## src/rtl/consmax.sv

```systemverilog
// consmax: exp(x) approximation for an 8-bit code. The high and low nibbles
// index two 16-entry bf16 tables (exp(hi), exp(lo)). The two words are
// multiplied in bf16, scaled down by 2^shift and converted to a saturated
// signed 8-bit integer.
// Pipeline: S1 LUT read, S2 bf16 multiply, S3 float-to-int. Three cycles total.
module consmax #(
  parameter int IDATA_BIT = 8,
  parameter int ODATA_BIT = 8,
  parameter int CDATA_BIT = 8,
  parameter int EXP_BIT   = 8,
  parameter int MAT_BIT   = 7,
  parameter int LUT_DATA  = EXP_BIT + MAT_BIT + 1,
  parameter int LUT_ADDR  = IDATA_BIT / 2,
  parameter int LUT_DEPTH = 2 ** LUT_ADDR
) (
  input  logic                 clk,
  input  logic                 rstn,
  input  logic [CDATA_BIT-1:0] cfg_consmax_shift,
  input  logic [LUT_ADDR:0]    lut_waddr,
  input  logic                 lut_wen,
  input  logic [LUT_DATA-1:0]  lut_wdata,
  input  logic [IDATA_BIT-1:0] idata,
  input  logic                 idata_valid,
  output logic [ODATA_BIT-1:0] odata,
  output logic                 odata_valid
);

  localparam int STAGES = 3;
  localparam int BIAS   = (1 << (EXP_BIT - 1)) - 1;
  localparam int EMAX   = (1 << EXP_BIT) - 2;
  localparam int XW     = EXP_BIT + 2;
  localparam int EW     = ((EXP_BIT > CDATA_BIT) ? EXP_BIT : CDATA_BIT) + 2;
  localparam int SW     = $clog2(ODATA_BIT);
  localparam int PW     = 2 * MAT_BIT + 2;
  localparam int HW     = MAT_BIT + ODATA_BIT - 1;

  logic [LUT_DEPTH-1:0][LUT_DATA-1:0] lut_l_q, lut_l_d, lut_h_q, lut_h_d;
  logic [STAGES:1]      vld_pipe_q, vld_pipe_d;
  logic [LUT_DATA-1:0]  s1_a_q, s1_a_d, s1_b_q, s1_b_d;
  logic [CDATA_BIT-1:0] s1_shift_q, s1_shift_d, s2_shift_q, s2_shift_d;
  logic                 s2_sign_q, s2_sign_d;
  logic [EXP_BIT-1:0]   s2_exp_q, s2_exp_d;
  logic [MAT_BIT-1:0]   s2_man_q, s2_man_d;
  logic [ODATA_BIT-1:0] odata_q, odata_d;

  logic [EXP_BIT-1:0]   ea, eb;
  logic [MAT_BIT:0]     sa, sb;
  logic [PW-1:0]        prod;
  logic                 norm;
  logic [XW-1:0]        exp_sum;
  logic [EW-1:0]        e_eff;
  logic [SW-1:0]        shamt;
  logic [HW-1:0]        sh_sig;
  logic [ODATA_BIT-2:0] mag;
  logic                 unused_bits;

  // S1: LUT write port (lookups see the pre-write word) and table reads
  always_comb begin
    lut_l_d = lut_l_q;
    lut_h_d = lut_h_q;
    if (lut_wen) begin
      if (lut_waddr[LUT_ADDR]) lut_h_d[lut_waddr[LUT_ADDR-1:0]] = lut_wdata;
      else                     lut_l_d[lut_waddr[LUT_ADDR-1:0]] = lut_wdata;
    end
    s1_a_d     = lut_h_q[idata[IDATA_BIT-1 -: LUT_ADDR]];
    s1_b_d     = lut_l_q[idata[LUT_ADDR-1:0]];
    s1_shift_d = cfg_consmax_shift;
    vld_pipe_d = {vld_pipe_q[STAGES-1:1], idata_valid};
  end

  // S2: bf16 multiply, truncating; exp==0 operands flush, result exponent clamps
  always_comb begin
    ea      = s1_a_q[LUT_DATA-2 -: EXP_BIT];
    eb      = s1_b_q[LUT_DATA-2 -: EXP_BIT];
    sa      = {1'b1, s1_a_q[MAT_BIT-1:0]};
    sb      = {1'b1, s1_b_q[MAT_BIT-1:0]};
    prod    = PW'(sa) * PW'(sb);
    norm    = prod[PW-1];
    exp_sum = XW'(ea) + XW'(eb) + XW'(norm) - XW'(BIAS);
    s2_sign_d  = s1_a_q[LUT_DATA-1] ^ s1_b_q[LUT_DATA-1];
    s2_exp_d   = exp_sum[EXP_BIT-1:0];
    s2_man_d   = norm ? prod[PW-2 -: MAT_BIT] : prod[PW-3 -: MAT_BIT];
    s2_shift_d = s1_shift_q;
    if (ea == '0 || eb == '0 || exp_sum[XW-1] || exp_sum == '0) begin
      s2_sign_d = 1'b0;
      s2_exp_d  = '0;
      s2_man_d  = '0;
    end else if (exp_sum > XW'(EMAX)) begin
      s2_exp_d = EXP_BIT'(EMAX);
      s2_man_d = '1;
    end
  end

  // S3: floor(1.m * 2^(exp-bias-shift)), saturate magnitude, then apply sign
  always_comb begin
    e_eff  = EW'(s2_exp_q) - EW'(BIAS) - EW'(s2_shift_q);
    shamt  = e_eff[SW-1:0];
    sh_sig = HW'({1'b1, s2_man_q}) << shamt;
    if (s2_exp_q == '0 || e_eff[EW-1]) mag = '0;
    else if (e_eff >= EW'(ODATA_BIT - 1)) mag = '1;
    else mag = sh_sig[MAT_BIT +: ODATA_BIT-1];
    odata_d = odata_q;
    if (vld_pipe_q[STAGES-1]) odata_d = s2_sign_q ? -{1'b0, mag} : {1'b0, mag};
  end

  // fraction bits dropped by truncation
  always_comb begin
    unused_bits = ^{prod[MAT_BIT-1:0], sh_sig[MAT_BIT-1:0]};
  end

  // state registers; reset clears tables and drops everything in flight
  always_ff @(posedge clk) begin
    if (rstn) begin
      lut_l_q    <= '0;
      lut_h_q    <= '0;
      vld_pipe_q <= '0;
      s1_a_q     <= '0;
      s1_b_q     <= '0;
      s1_shift_q <= '0;
      s2_shift_q <= '0;
      s2_sign_q  <= 1'b0;
      s2_exp_q   <= '0;
      s2_man_q   <= '0;
      odata_q    <= '0;
    end else begin
      lut_l_q    <= lut_l_d;
      lut_h_q    <= lut_h_d;
      vld_pipe_q <= vld_pipe_d;
      s1_a_q     <= s1_a_d;
      s1_b_q     <= s1_b_d;
      s1_shift_q <= s1_shift_d;
      s2_shift_q <= s2_shift_d;
      s2_sign_q  <= s2_sign_d;
      s2_exp_q   <= s2_exp_d;
      s2_man_q   <= s2_man_d;
      odata_q    <= odata_d;
    end
  end

  assign odata       = odata_q;
  assign odata_valid = vld_pipe_q[STAGES];

endmodule

```

## config.mk

```make
export PLATFORM = sky130hd
export DESIGN_NAME = consmax
export DESIGN_NICKNAME = d
export VERILOG_FILES = /design/src/rtl/consmax.sv
export SDC_FILE = /design/constraint.sdc
export NUM_CORES = 1
export LEC_CHECK = 0
export ABC_AREA = 1
export CAP_MARGIN = 20
export CELL_PAD_IN_SITES_DETAIL_PLACEMENT = 0
export CELL_PAD_IN_SITES_GLOBAL_PLACEMENT = 1
export CORE_ASPECT_RATIO = 1.2
export CORE_MARGIN = 2
export CORE_UTILIZATION = 50
export CTS_CLUSTER_DIAMETER = 100
export DETAILED_ROUTE_END_ITERATION = 16
export PLACE_DENSITY = 0.95
export SYNTH_ARGS = -nofsm -noshare
export SYNTH_HDL_FRONTEND = slang
export SYNTH_SLANG_ARGS = --single-unit
```

## constraint.sdc

```tcl
create_clock -name clk -period 11.7 [get_ports clk]
set_input_delay 2.925 -clock clk [delete_from_list [all_inputs] [get_ports clk]]
set_output_delay 2.925 -clock clk [all_outputs]
set_load 0.01 [all_outputs]
```

**Yosys cells after proc, flatten, opt, wreduce, memory -nomap -nowiden**

Index checks and enable logic that the tools add are counted.

- Latch bits: 0
- Logic and storage cells: 85
- Register bits after elaboration: 587
- Input port bits: 41
- Bits in read-only memories: 0
- Output and inout port bits: 9
- Memory bits (writable): 0
- Memories: 0

- Equal/unequal tests: 0
- Div/mod/pow operators: 0
- $mul: 1
- Shift-type cells: 1
- Mux-type cells: 14
- Magnitude comparators: 6
- Add/subtract/negate cells: 6
- Bitwise gates (word level): 2
- Reduce and logical (&&, ||, !) cells: 13

Operators with widths:

| cell | count |
|---|---|
| 256-bit bitwise mux | 2 |
| 16-bit binary-select mux with 4-bit select | 2 |
| 16-bit demux with 4-bit select | 1 |
| 16-bit two-way mux | 3 |
| 7-bit two-way mux | 4 |
| 8-bit zero test | 3 |
| 8-bit by 8-bit multiplier with 16-bit output | 1 |
| 8-bit two-way mux | 2 |
| 4-bit by 5-bit less-than comparator with 1-bit output, second input constant | 3 |
| 8-bit by 3-bit left shift with 14-bit output | 1 |
| 9-bit by 1-bit adder with 10-bit output | 1 |
| 10-bit by 3-bit >= comparator with 1-bit output, second input constant | 1 |
| 10-bit by 8-bit greater-than comparator with 1-bit output, second input constant | 1 |
| 10-bit zero test | 1 |
| 10-bit by 7-bit subtractor with 10-bit output, second input constant | 1 |
| 9-bit by 9-bit subtractor with 10-bit output | 1 |
| 8-bit by 8-bit adder with 9-bit output | 1 |
| 8-bit by 7-bit subtractor with 9-bit output, second input constant | 1 |
| 7-bit negation with 8-bit output | 1 |
| 4-bit by 1-bit >= comparator with 1-bit output, second input constant | 1 |
| 1-bit logical OR | 4 |
| 2-bit AND reduction | 2 |
| 3-bit OR reduction | 1 |
| 2-bit OR reduction | 1 |
| 3 further kinds | 3 |

**Longest topological paths before layout**

- Word-level depth: 7
- Gate-level depth with buffers: 42
- Mapped depth without buffers: 40

**Worst setup path after synthesis**

Ideal clock, no wire load.

- Kind: reg2reg
- From: register s1_a_q[3]
- To: register s2_man_q[0]
- Stages on the path, launching flop included: 40
- Arrival: 5.999 ns
- Data required time: 11.575 ns
- Setup time: 0.125 ns
- Setup slack: 5.576 ns
- Clock period less this slack: 6.124 ns
- Path buffers: 2
- Cells stage by stage: dfxtp_1 clkbuf_1 nand2_1 fa_1 inv_1 fa_1 fa_1 inv_1 fa_1 inv_1 ha_1 a21oi_1 o21ai_0 o21bai_2 nand2_1 nand2_2 nand2_1 nand2_2 [... 4 more ...] nand2_1 ha_1 fa_1 nand3_1 nand3_1 nand2_1 nand2_1 a21oi_2 nor2_1 nor2_2 nor2_1 o21ai_1 nand3_1 nor2b_1 buf_4 inv_4 nor2_1 nor2_1

- Cells in the longest elaborated chain, start to end: 6
- Elaborated cells between the ends (all ways): 10
- Classes of those cells: add/sub: 2; mul: 1; order compare: 1; mux: 2; reduce/logical: 4

Ends and longest elaborated chain:

| what | RTL line | source |
|---|---|---|
| from (decl) | 39 | `logic [LUT_DATA-1:0] s1_a_q, s1_a_d, s1_b_q, s1_b_d;` |
| from (signal assigned) | 117 | `s1_a_q <= '0;` |
| from (signal assigned) | 129 | `s1_a_q <= s1_a_d;` |
| 8-bit by 8-bit multiplier with 16-bit output (*) | 77 | `prod = PW'(sa) * PW'(sb);` |
| parallel branches: the longest is 5 deep, another holds 9-bit by 1-bit adder with 10-bit output | -- |  |
| to (signal assigned) | 135 | `s2_man_q <= s2_man_d;` |
| to (decl) | 43 | `logic [MAT_BIT-1:0] s2_man_q, s2_man_d;` |

Mark *: on every way between the ends.
A chain may end at the register's enable or synchronous reset.

**Final worst setup path**

- From: register s1_b_q[2]
- To: register s2_man_q[5]

- Cells in the longest elaborated chain, start to end: 6
- Elaborated cells between the ends (all ways): 10
- Classes of those cells: add/sub: 2; mul: 1; order compare: 1; mux: 2; reduce/logical: 4

Ends and longest elaborated chain:

| what | RTL line | source |
|---|---|---|
| from (decl) | 39 |  |
| from (signal assigned) | 118 | `s1_b_q <= '0;` |
| from (signal assigned) | 130 | `s1_b_q <= s1_b_d;` |
| 8-bit by 8-bit multiplier with 16-bit output (*) | 77 |  |
| parallel branches: the longest is 5 deep, another holds 9-bit by 1-bit adder with 10-bit output | -- |  |

Marks and branches as above.

==> out/metrics.yaml <==
logic_synthesis:
  avgSynthCellArea_um2: 7.14
  ys_types: 46
  postSynth.asyncResetShare_pct: 0
  yosysWarnings: 0
  ys_seq_area_share_pct: 41.7
  syn-num-nets: 4080
  ys_ff_latch: 587
  ys.flop_type: "dfxtp_1"
  postSynthCellCount: 3944
  synth_area_um2: 28200
  synth_edf_count: 0
cells_and_area:
  register_area_um2: 11800
  nNetsFinal: 3912
  fin_cells: 4548
  drive_gt1_share_pct: 5.18
  fill_cells: 5403
  multi_input_area_um2: 13200
  finalCoreUtilization_pct: 55.0
  area_growth_pct: 9.18
detailed_routing:
  wl_met1_um: 35300
  ant_nets: 0
  drt_pass1_iterations: 5
  wire_per_inst_um: 17.5
  vias: 25100
  top_layer_used: "met5"
  drt_iter0_markers: 2243
  drt-vias-per-instance: 5.51
  routed_wl_um: 79400
  met2WireLength_um: 37200
  routed-wl-met3_um: 4390
  drcViolationCount: 0
sta:
  grt_setup_unrepaired: "no"
  setup_violations: 0
  skew_ns: 0.00866
  slew_viol_final: 0
  fmax_mhz: 144
  relSlewSlack_pct: 27.3
  hold_viol: 0
  worst_pin_slew_ns: 1.09
  setup_tns_ns: 0
  period_minus_slack_ns: 6.93
  whs_ns: 0.400
  finalCritPeriodShare_pct: 59.2
worst_setup_path:
  crit_top_cell: "nand2_1"
  cp.arrival_ns: 7.43
  startpoint_type: "register"
  required_ns: 12.20
  slowest_delay_ns: 0.56
  crit_slowest_cell: "nor2b_1"
  timing_worst_setup_path_type: "register to register"
  path_max_fanout: 9
  endpoint_kind: "register"
clock_tree:
  post_cts_resized: 0
  insertion_delay_ns: 0.62
  clockRootBuffer: "clkbuf_16"
  cts_sinks: 587
  path_clk_slew_ns: 0.06
  numCtsBuffers: 58
  cts_tree: "done"
  cts_buffer_depth: 3
  holdBufCountCts: 0
  htree_levels: 2
  cts_setup_buffers: 0
placement:
  placedCellCount: 4440
  dp_hpwl_um: 47400
  gp_congestion: 0.832
  io_buffers: 49
global_route:
  grt-ovfl-total: 0
  grt_use_total_pct: 26.9
  grt_pass1_vias: 22900
  grt_pass1_wl_um: 126000
  antenna_found_initial: 1
  grt_max_degree: 190
die:
  die_area_um2: 58200
  row_count: 95
  coreArea_um2: 55900
  pin_count: 50
  start_util_pct: 50.4
  fp.dieH_um: 264
  fp.dieW_um: 221
power:
  report.power.total_mw: 4.53
  p_per_area_nw_per_um2: 147
  p_leak_nw: 11.6
  ir_drop_uv: 134
hold_path:
  min_path_type: "register to register"
job:
  maxCapViolations: 0
outcome:
  status: "complete, no violations"
==> cell type report <==
| cell class | count | area share (%) |
|---|---|---|
| multi-input combinational | 2513 | 43.1 |
| clock buffer | 90 | 5.80 |
| tap | 727 | 2.96 |
| inverter | 516 | 6.34 |
| sequential | 587 | 38.2 |
| timing repair buffer | 100 | 3.00 |
| antenna | 1 | 0.00814 |
| clock inverter | 14 | 0.590 |
==> path summary, 6_finish.rpt <==
check | start | end | slack [ns] | cells past startpoint
min | s1_shift_q[4]$_SDFF_PP0_ | s2_shift_q[4]$_SDFF_PP0_ | 0.40 | 2
max | s1_b_q[2]$_SDFF_PP0_ | s2_man_q[5]$_SDFF_PP0_ | 4.77 | 38
min reg2reg | s1_shift_q[4]$_SDFF_PP0_ | s2_shift_q[4]$_SDFF_PP0_ | 0.40 | 2
max reg2reg | s1_b_q[2]$_SDFF_PP0_ | s2_man_q[5]$_SDFF_PP0_ | 4.77 | 38
==> layer usage <==
layer  GRT usage (%)  vias to the layer above
met5               0                        -
met4            9.21                        2
li1                -                    12700
met2            43.9                      720
met3            3.06                      136
met1            36.8                    11500
==> cells in the final DEF, fill, tap and decap left out, types with 4 or more instances in the layout <==
cell	count
a21oi_1	704
buf_4	50
bufinv_16	4
clkbuf_1	12
clkbuf_16	59
clkbuf_8	19
clkdlybuf4s50_1	43
clkinv_1	4
clkinv_2	8
dfxtp_1	587
fa_1	37
ha_1	58
inv_1	498
inv_2	10
nand2_1	409
nand2_2	8
nand3_1	340
nand4_1	6
nor2_1	199
nor2_2	7
nor2_4	4
nor4_1	5
o211ai_1	78
o21ai_0	605
o21ai_1	4
o21ai_2	4
xnor2_1	6
xor2_1	14
==> per-stage QoR <==
stage | setup WS, ns | cell area (µm²)
final | 4.77 | 30700
after detailed placement | 4.72 | 28700
after global routing | 4.05 | 30700
after CTS | 4.71 | 30700
after global placement | 4.91 | 28700
after floorplan | 5.58 | 28200
==> synthesized netlist by cell type, types with 3 or more instances <==
cell type	n	area, µm²
a21oi_1	704	3520
buf_1	22	82.6
o21ai_2	4	35.0
nor4_1	5	31.3
inv_2	11	41.3
clkbuf_1	301	1130
nand4_1	6	37.5
nand3_1	340	1700
dfxtp_1	587	11800
o211ai_1	78	586
ha_1	58	726
xnor2_1	6	52.6
o21ai_0	605	3030
a21oi_2	3	26.3
clkinv_1	4	15.0
nor2_2	3	18.8
nor2_1	204	766
o21ai_1	4	20.0
nand2_2	8	50.1
inv_1	499	1870
nor2_4	3	33.8
buf_2	4	20.0
nand2_1	409	1540
xor2_1	14	123
fa_1	37	741
==> power breakdown <==
group / switching (mW) / internal [mW]
clock network: 0.796 / 1.13
registers: 0.0249 / 2.04
logic: 0.377 / 0.165
==> kinds of logic (layout without fill, tap and decap cells) <==
kind of cell	count (synthesis)	in the layout	share of synthesized area, %
buffers and inverters	844	720	11.3
AND/OR/NAND/NOR	993	993	15.3
AO/OA/AOI/OAI	1405	1405	25.9
other	0	1	0
adder cells (fa/ha/maj)	95	95	5.21
flip-flops	587	587	41.7
XOR/XNOR	20	20	0.622
==> flip-flops by register name, indices dropped and copies added, names as in the netlist <==
signal      cells
lut_h_q       256
s2_man_q        7
s1_b_q         16
odata           8
s2_shift_q      8
s1_shift_q      8
s1_a_q         16
s2_sign_q       1
vld_pipe_q      3
s2_exp_q        8
lut_l_q       256
==> critical path, delay by kind of cell, from the launching register on <==
kind / cells / cell delay (ns)
adder cells (fa/ha/maj): 7 / 3.02
AND/OR/NAND/NOR: 21 / 2.38
AO/OA/AOI/OAI: 4 / 0.62
flip-flops: 1 / 0.41
buffers and inverters: 6 / 0.37
Note: power is estimated with default switching activity, not from simulation.
